--- src/rtl/bsg_vanilla_idiv_seq.sv ---
// Sequential integer divider: one restoring-division quotient bit per cycle,
// with single-cycle paths for divide-by-zero and signed overflow.
//
// state | meaning
// IDLE  | ready_o=1, waiting for v_i
// CALC  | iterating, one quotient bit per cycle, MSB first
// DONE  | v_o=1, result_o/rd_o held until yumi_i
module bsg_vanilla_idiv_seq #(
  parameter int width_p          = 32,
  parameter int reg_addr_width_p = 5
) (
  input  logic                        clk_i,
  input  logic                        reset_i,
  input  logic                        v_i,
  output logic                        ready_o,
  input  logic [1:0]                  op_i,
  input  logic [width_p-1:0]          dividend_i,
  input  logic [width_p-1:0]          divisor_i,
  input  logic [reg_addr_width_p-1:0] rd_i,
  output logic                        v_o,
  output logic [width_p-1:0]          result_o,
  output logic [reg_addr_width_p-1:0] rd_o,
  input  logic                        yumi_i
);

  typedef enum logic [1:0] {eDIV = 2'd0, eDIVU = 2'd1, eREM = 2'd2, eREMU = 2'd3} idiv_op_e;
  typedef enum logic [1:0] {IDLE, CALC, DONE} state_e;

  localparam int cnt_w = $clog2(width_p);
  localparam logic [cnt_w-1:0]   cnt_last = cnt_w'(width_p - 1);
  localparam logic [width_p-1:0] int_min  = {1'b1, {(width_p-1){1'b0}}};

  state_e state_r, state_n;

  logic [cnt_w-1:0]            cnt_r;
  logic [width_p-1:0]          quot_r, rem_r, dvsr_r, result_r;
  logic [reg_addr_width_p-1:0] rd_r;
  logic                        neg_q_r, neg_r_r, sel_rem_r;

  idiv_op_e           op;
  logic               accept, is_signed, div_zero, ovf, special;
  logic [width_p-1:0] mag_a, mag_b;

  assign op        = idiv_op_e'(op_i);
  assign ready_o   = (state_r == IDLE) & ~reset_i;
  assign v_o       = (state_r == DONE);
  assign accept    = v_i & ready_o;
  assign is_signed = (op == eDIV) | (op == eREM);
  assign div_zero  = (divisor_i == '0);
  assign ovf       = is_signed & (dividend_i == int_min) & (divisor_i == '1);
  assign special   = div_zero | ovf;
  assign mag_a     = (is_signed & dividend_i[width_p-1]) ? -dividend_i : dividend_i;
  assign mag_b     = (is_signed & divisor_i[width_p-1])  ? -divisor_i  : divisor_i;

  // Partial remainder is always below the divisor, so the shifted value fits
  // in width_p+1 bits and the top bit of the difference is the borrow.
  logic [width_p:0]   rem_shift, diff;
  logic               q_bit;
  logic [width_p-1:0] rem_nxt, quot_nxt, q_fix, r_fix;

  assign rem_shift = {rem_r, quot_r[width_p-1]};
  assign diff      = rem_shift - {1'b0, dvsr_r};
  assign q_bit     = ~diff[width_p];
  assign rem_nxt   = q_bit ? diff[width_p-1:0] : rem_shift[width_p-1:0];
  assign quot_nxt  = {quot_r[width_p-2:0], q_bit};
  assign q_fix     = neg_q_r ? -quot_nxt : quot_nxt;
  assign r_fix     = neg_r_r ? -rem_nxt  : rem_nxt;

  always_ff @(posedge clk_i or posedge reset_i) begin
    if (reset_i) state_r <= IDLE;
    else         state_r <= state_n;
  end

  always_comb begin
    state_n = state_r;
    case (state_r)
      IDLE:    if (accept) state_n = special ? DONE : CALC;
      CALC:    if (cnt_r == cnt_last) state_n = DONE;
      DONE:    if (yumi_i) state_n = IDLE;
      default: state_n = IDLE;
    endcase
  end

  always_ff @(posedge clk_i or posedge reset_i) begin
    if (reset_i) begin
      cnt_r     <= '0;
      quot_r    <= '0;
      rem_r     <= '0;
      dvsr_r    <= '0;
      result_r  <= '0;
      rd_r      <= '0;
      neg_q_r   <= 1'b0;
      neg_r_r   <= 1'b0;
      sel_rem_r <= 1'b0;
    end else begin
      case (state_r)
        IDLE: if (accept) begin
          cnt_r     <= '0;
          quot_r    <= mag_a;
          rem_r     <= '0;
          dvsr_r    <= mag_b;
          rd_r      <= rd_i;
          sel_rem_r <= op_i[1];
          neg_q_r   <= is_signed & (dividend_i[width_p-1] ^ divisor_i[width_p-1]);
          neg_r_r   <= is_signed & dividend_i[width_p-1];
          if (div_zero)  result_r <= op_i[1] ? dividend_i : '1;
          else if (ovf)  result_r <= op_i[1] ? '0 : int_min;
        end
        CALC: begin
          cnt_r  <= (cnt_r == cnt_last) ? '0 : cnt_r + 1'b1;
          quot_r <= quot_nxt;
          rem_r  <= rem_nxt;
          if (cnt_r == cnt_last) result_r <= sel_rem_r ? r_fix : q_fix;
        end
        default: ;
      endcase
    end
  end

  assign result_o = result_r;
  assign rd_o     = rd_r;

  // A consumer may only take a result that is actually being offered.
  yumi_only_when_valid: assert property (@(posedge clk_i) disable iff (reset_i) yumi_i |-> v_o);

endmodule

--- config.mk ---
export PLATFORM = sky130hd
export DESIGN_NAME = bsg_vanilla_idiv_seq
export DESIGN_NICKNAME = d
export VERILOG_FILES = /design/src/rtl/bsg_vanilla_idiv_seq.sv
export SDC_FILE = /design/constraint.sdc
export NUM_CORES = 1
export LEC_CHECK = 0
export ABC_CLOCK_PERIOD_IN_PS = 13150
export CAP_MARGIN = 20
export CORE_MARGIN = 3
export CORE_UTILIZATION = 45
export DETAILED_ROUTE_END_ITERATION = 10
export PLACE_DENSITY = 0.65
export RECOVER_POWER = 50
export SYNTH_ARGS = -nofsm -noshare
export SYNTH_HDL_FRONTEND = slang
export SYNTH_SLANG_ARGS = --single-unit
--- constraint.sdc ---
create_clock -name clk_i -period 13.15 [get_ports clk_i]
set_input_delay 1.315 -clock clk_i [delete_from_list [all_inputs] [get_ports clk_i]]
set_output_delay 1.315 -clock clk_i [all_outputs]
set_load 0.01 [all_outputs]
==> impl_metrics.yaml, run 1 <==
sta:
  rsz0062_at_grt: "false"
  hold_viol_final: 0
  drv_slew: 146
  fin_skew_ps: 13.7
  tightest_slew_ps: 4030
  maxClockFrequency_mhz: 146
  finalSetupTns_ps: 0
  setup_viol: 0
  layout_setup_ws_ps: 6300
  maxSlewHeadroom_pct: -170
  period_share_pct: 52.1
  finalCriticalPeriod_ps: 6850
logic_synthesis:
  synthesis.nets: 1677
  synth_area_mm2: 0.0122
  ys.warnings.count: 0
  synthTopCellsByArea: "dfrtp_1, o21ai_0, xnor2_1, nand2_1, a21oi_1"
  ys_ff_latch: 143
  syn_avg_cell_area_um2: 7.82
  ys_seq_area_share_pct: 29.3
  synth_top_area_share_pct: 29.3
  synth_cell_type_count: 88
  postSynth.asyncResetShare_pct: 100
  yosysTopAreaCell: "dfrtp_1"
  synth-edff-count: 0
  netlist_instances: 1562
  synthFlopType: "dfrtp_1"
final_layout:
  final_area_mm2: 0.0141
  layout-drive-gt1-share_pct: 5.90
  diodes: 0
  post-route-util_pct: 53.5
  syn_to_final_growth_pct: 15.4
  final_nets: 1730
status:
  status: "complete, but fails checks"
  violations: "capacitance limit, slew limit"
global_route:
  grt_start_max_net_pins: 89
  gr-usage-met1_pct: 43.8
  use_met3_pct: 9.96
  grt_pass1_wl_um: 69500
  track_usage_pct: 30.8
  grt_pass1_vias: 11900
  grt_overflow: 0
  antenna_found_initial: 1
  met2_usage_pct: 44.5
  busiest_layer: "met2"
detailed_routing:
  ant_nets: 0
  via_count: 12600
  dr.pass1.iters: 7
  drc: 0
  drtIter0Drc: 1468
  wl_per_cell_um: 23.1
  routed_wl_um: 45400
  vias_per_cell: 6.43
floorplanning:
  coreArea_mm2: 0.0264
  pin_count: 114
  die_area_mm2: 0.0292
  die_w_um: 171
  rows: 59
  initial_utilization_pct: 46.4
  die_h_um: 171
clock_tree:
  insertion_delay_ps: 450
  cts_tree: "built"
  path_clk_slew_ps: 70
  cts_buffers: 17
  htreeDepth: 4
  cts_sinks: 143
  ctsResizeCount: 0
  postCtsHoldBufs: 0
  clock_path_buffers: 2
  clock-root-buffer: "clkbuf_16"
  post_cts_buffers: 0
worst_hold_path:
  hold_path_class: "register to register"
setup_path:
  path_max_fanout: 83
  crit_type: "input pin to asynchronous set/reset pin"
  crit_arrival_ps: 6640
  cp_data_required_time_ps: 12950
  crit_path_end_kind: "asynchronous set/reset pin"
  start_kind: "input pin"
place:
  placed_cell_area_mm2: 0.0135
  place_congestion: 0.980
  preCtsSetupSlack_ps: 7700
  dp_hpwl_um: 34100
  port_buffers: 113
run:
  max_cap_viol_count: 2
## flip-flops by register name, summed over array words and instances (netlist names)
name / count
quot_r: 32
cnt_r: 5
dvsr_r: 32
sel_rem_r: 1
rd_o: 5
neg_r_r: 1
state_r: 2
rem_r: 32
result_o: 32
neg_q_r: 1
## cell type report
cell class	instances	area, µm²
clock inverter	15	129
tap	335	419
multi-input combinational	1264	8070
fill	2514	12300
timing repair buffer	130	1250
sequential	143	3580
clock buffer	17	425
inverter	59	224
## synth_stat cells (all sizes together) (12+ instances only)
master / number
a211oi: 15
a21oi: 121
a22oi: 32
a31oi: 16
and3: 12
buf: 20
clkbuf: 76
dfrtp: 143
ha: 39
inv: 57
mux2i: 31
nand2: 160
nand2b: 29
nand3: 57
nand4: 24
nor2: 95
nor3: 50
nor4: 36
o21a: 13
o21ai: 188
o31ai: 24
o41ai: 13
or3: 25
or4: 12
xnor2: 70
xor2: 50
## cell usage in the layout (no fill, tap or decap), types with 9 or more instances in the layout
cell type	instances
clkbuf_16	17
a211oi_1	14
o21ai_0	182
nand2b_1	28
nand4_1	24
o31ai_1	24
or4_1	12
nand2_1	159
nor3_1	48
a31oi_1	16
o41ai_1	13
nand3_1	57
a22oi_1	31
dlygate4sd3_1	38
nor2_1	92
buf_4	15
xnor2_1	70
dfrtp_1	143
or3_1	24
mux2i_1	31
ha_1	39
o21a_1	13
inv_1	56
a21oi_1	114
a21o_1	11
o211ai_1	9
and3_1	12
nor4_1	34
xor2_1	50
and2_1	11
nor2b_1	11
clkdlybuf4s50_1	75
## critical path, cell delays in order
cell           delay [ps]
dlygate4sd3_1         560
clkinvlp_2           2240
clkbuf_1             2480
## stage by stage
| step | hold WS [ps] | cells |
|---|---|---|
| global placement | 458 | 1929 |
| finish | 469 | 1963 |
| CTS | 478 | 1962 |
| floorplan | 450 | 1562 |
| detailed placement | 463 | 1930 |
| global route | 490 | 1963 |
## layer usage
metal,wire length (µm),up-vias
met3,5080,83
met4,1330,0
met2,19100,611
met5,0,-
li1,-,5866
met1,19900,6060
## cells by family after synthesis
| family | share of synthesized area (%) |
|---|---|
| AO/OA/AOI/OAI | 27.6 |
| XOR/XNOR | 8.60 |
| adder cells (fa/ha/maj) | 4.16 |
| buffers and inverters | 5.02 |
| flip-flops | 29.3 |
| multiplexers | 3.22 |
| AND/OR/NAND/NOR | 22.1 |
## worst paths after layout
kind	depth (start not counted)	slack, ps	endpoint	startpoint
min in group asynchronous	2	2540	rd_o[1]	reset_i
setup reg to reg	19	7550	result_o[20]	quot_r[31]
max in group clk_i	19	7550	result_o[20]	quot_r[31]
hold reg to reg	2	470	rd_o[1]	rd_o[1]
setup / recovery	3	6300	rem_r[15]	reset_i
hold / removal	2	470	rd_o[1]	rd_o[1]
Power of run 1 is not shown: default switching activity piles up to over one toggle a cycle in this logic, so the estimate is an artifact.
==> run 2: changes to the inputs <==
ABC_CLOCK_PERIOD_IN_PS = 7000   (was 13150)
clock period = 7 ns   (was 13.15 ns; I/O delays follow)
==> run 2 against run 1 <==
Compared with the run above:
- the flow still finishes with violations (capacitance limit, slew limit)
- non-clock buffer count down 1
- utilization about the same
- count of clock-buffer cells in the layout up 1
- final area about the same
- worst setup slack worse by 5000 ps
- sequential share of layout area about the same
- register-to-register slack worse by 6200 ps
- first-iteration DRC count down 11%
- hold slack better by 4.1 ps
- flip-flop and latch count unchanged
- critical path type is now register to register
==> impl_metrics.yaml, run 2 (synthesized netlist as in run 1, its figures left out) <==
status:
  status: "complete, but fails checks"
  violations: "capacitance limit, slew limit"
setup_path:
  critPathBufInv: 2
  path_max_fanout: 19
  r2r_slack_ps: 1300
  crit_path_end_kind: "register"
  crit_type: "register to register"
  crit_arrival_ps: 6010
  slowest_stage: "o41ai_1"
  cp_data_required_time_ps: 7310
  slowest_delay_ps: 630
  cp_top_family: "compound AO/OA/AOI/OAI gates"
  crit_chain: "inv_1, ha_1, fa_1, nand2b_1, a211o_1, a21oi_2, o21ai_2, a21oi_4, o21a_1, nor2_4, clkinv_2, ha_1, nand3_1, nor2_1, nand2_1, o41ai_1, nand2_1, xor2_1, a21oi_1, a21o_1, a21oi_1"
  start_kind: "register"
final_layout:
  fillCellCount: 2540
  final_nets: 1729
  mostFrequentLayoutCell: "o21ai_0"
  layout-drive-gt1-share_pct: 5.90
  syn_to_final_growth_pct: 15.3
  multi_input_area_mm2: 0.00807
  mostFrequentLayoutCells: "o21ai_0, nand2_1, dfrtp_1, a21oi_1, nor2_1"
  seq_area_mm2: 0.00358
floorplanning:
  initial_utilization_pct: 46.4
  coreArea_mm2: 0.0264
  rows: 59
  die_area_mm2: 0.0292
  die_w_um: 171
  pin_count: 114
  die_h_um: 171
global_route:
  grt_start_max_net_pins: 93
  grt_overflow: 0
  grt_pass1_vias: 11600
  track_usage_pct: 30.5
  grt_pass1_wl_um: 69100
  antenna_found_initial: 1
clock_tree:
  post_cts_buffers: 0
  insertion_delay_ps: 450
  cts_sinks: 143
  path_clk_slew_ps: 70
  clock_path_buffers: 2
  cts_tree: "built"
  ctsResizeCount: 0
  cts_buffers: 17
  postCtsHoldBufs: 0
  htreeDepth: 4
  clock-root-buffer: "clkbuf_16"
sta:
  finalSetupTns_ps: 0
  rsz0062_at_grt: "false"
  setup_viol: 0
  fin_skew_ps: 17.9
  finalCriticalPeriod_ps: 5700
  hold_viol_final: 0
  maxSlewHeadroom_pct: -193
  drv_slew: 93
  maxClockFrequency_mhz: 176
  tightest_slew_ps: 4380
  period_share_pct: 81.4
detailed_routing:
  via_count: 12700
  wl_per_cell_um: 22.9
  drtIter0Drc: 1306
  vias_per_cell: 6.47
  dr.pass1.iters: 5
  ant_nets: 0
  drc: 0
  routed_wl_um: 45000
worst_hold_path:
  hold_path_class: "register to register"
place:
  port_buffers: 113
  place_congestion: 0.942
  dp_hpwl_um: 33700
run:
  max_cap_viol_count: 1
-- run 2: metal layers --
metal  routed length (µm)  track usage (%)  vias to the layer above
met3                 4320             7.90                       64
met4                 1030             7.90                        0
li1                     -                -                     5886
met1                20100             43.9                     6153
met2                19500             45.7                      588
met5                    0                0                        -
-- run 2: layout make-up --
class	count	share of cell area, %
Multi-Input combinational cell	1264	57.3
Sequential cell	143	25.4
Timing Repair Buffer	129	8.84
Clock buffer	18	3.05
Tap cell	335	2.98
Inverter	59	1.59
Clock inverter	14	0.853
Antenna cell	1	0.0178
-- run 2: tightest hold or removal path: cells and delay by family, from the launching register on --
kind          cells  cell delay (ps)
simple gates      2              100
flops             1              340
-- run 2: worst paths after layout --
check                      startpoint           end  cells past startpoint
setup reg to reg           quot_r[31]  result_o[26]                     21
max in group asynchronous     reset_i     rem_r[26]                      3
min in group asynchronous     reset_i       rd_o[2]                      2
setup / recovery           quot_r[31]  result_o[26]                     21
hold / removal                rd_o[4]       rd_o[4]                      2
hold reg to reg               rd_o[4]       rd_o[4]                      2
-- run 2: through the flow --
step	hold WS (ps)	instances	worst slack (ps)	area (µm²)	util, %
global placement	456	1929	1640	13500	51.4
CTS	487	1962	1450	14100	53.5
floorplan	450	1562	2170	12200	-
global route	499	1962	977	14100	53.4
detailed placement	471	1930	1490	13500	51.4
finish	473	1963	1300	14100	53.5
Power of run 2 is left out for the same reason.
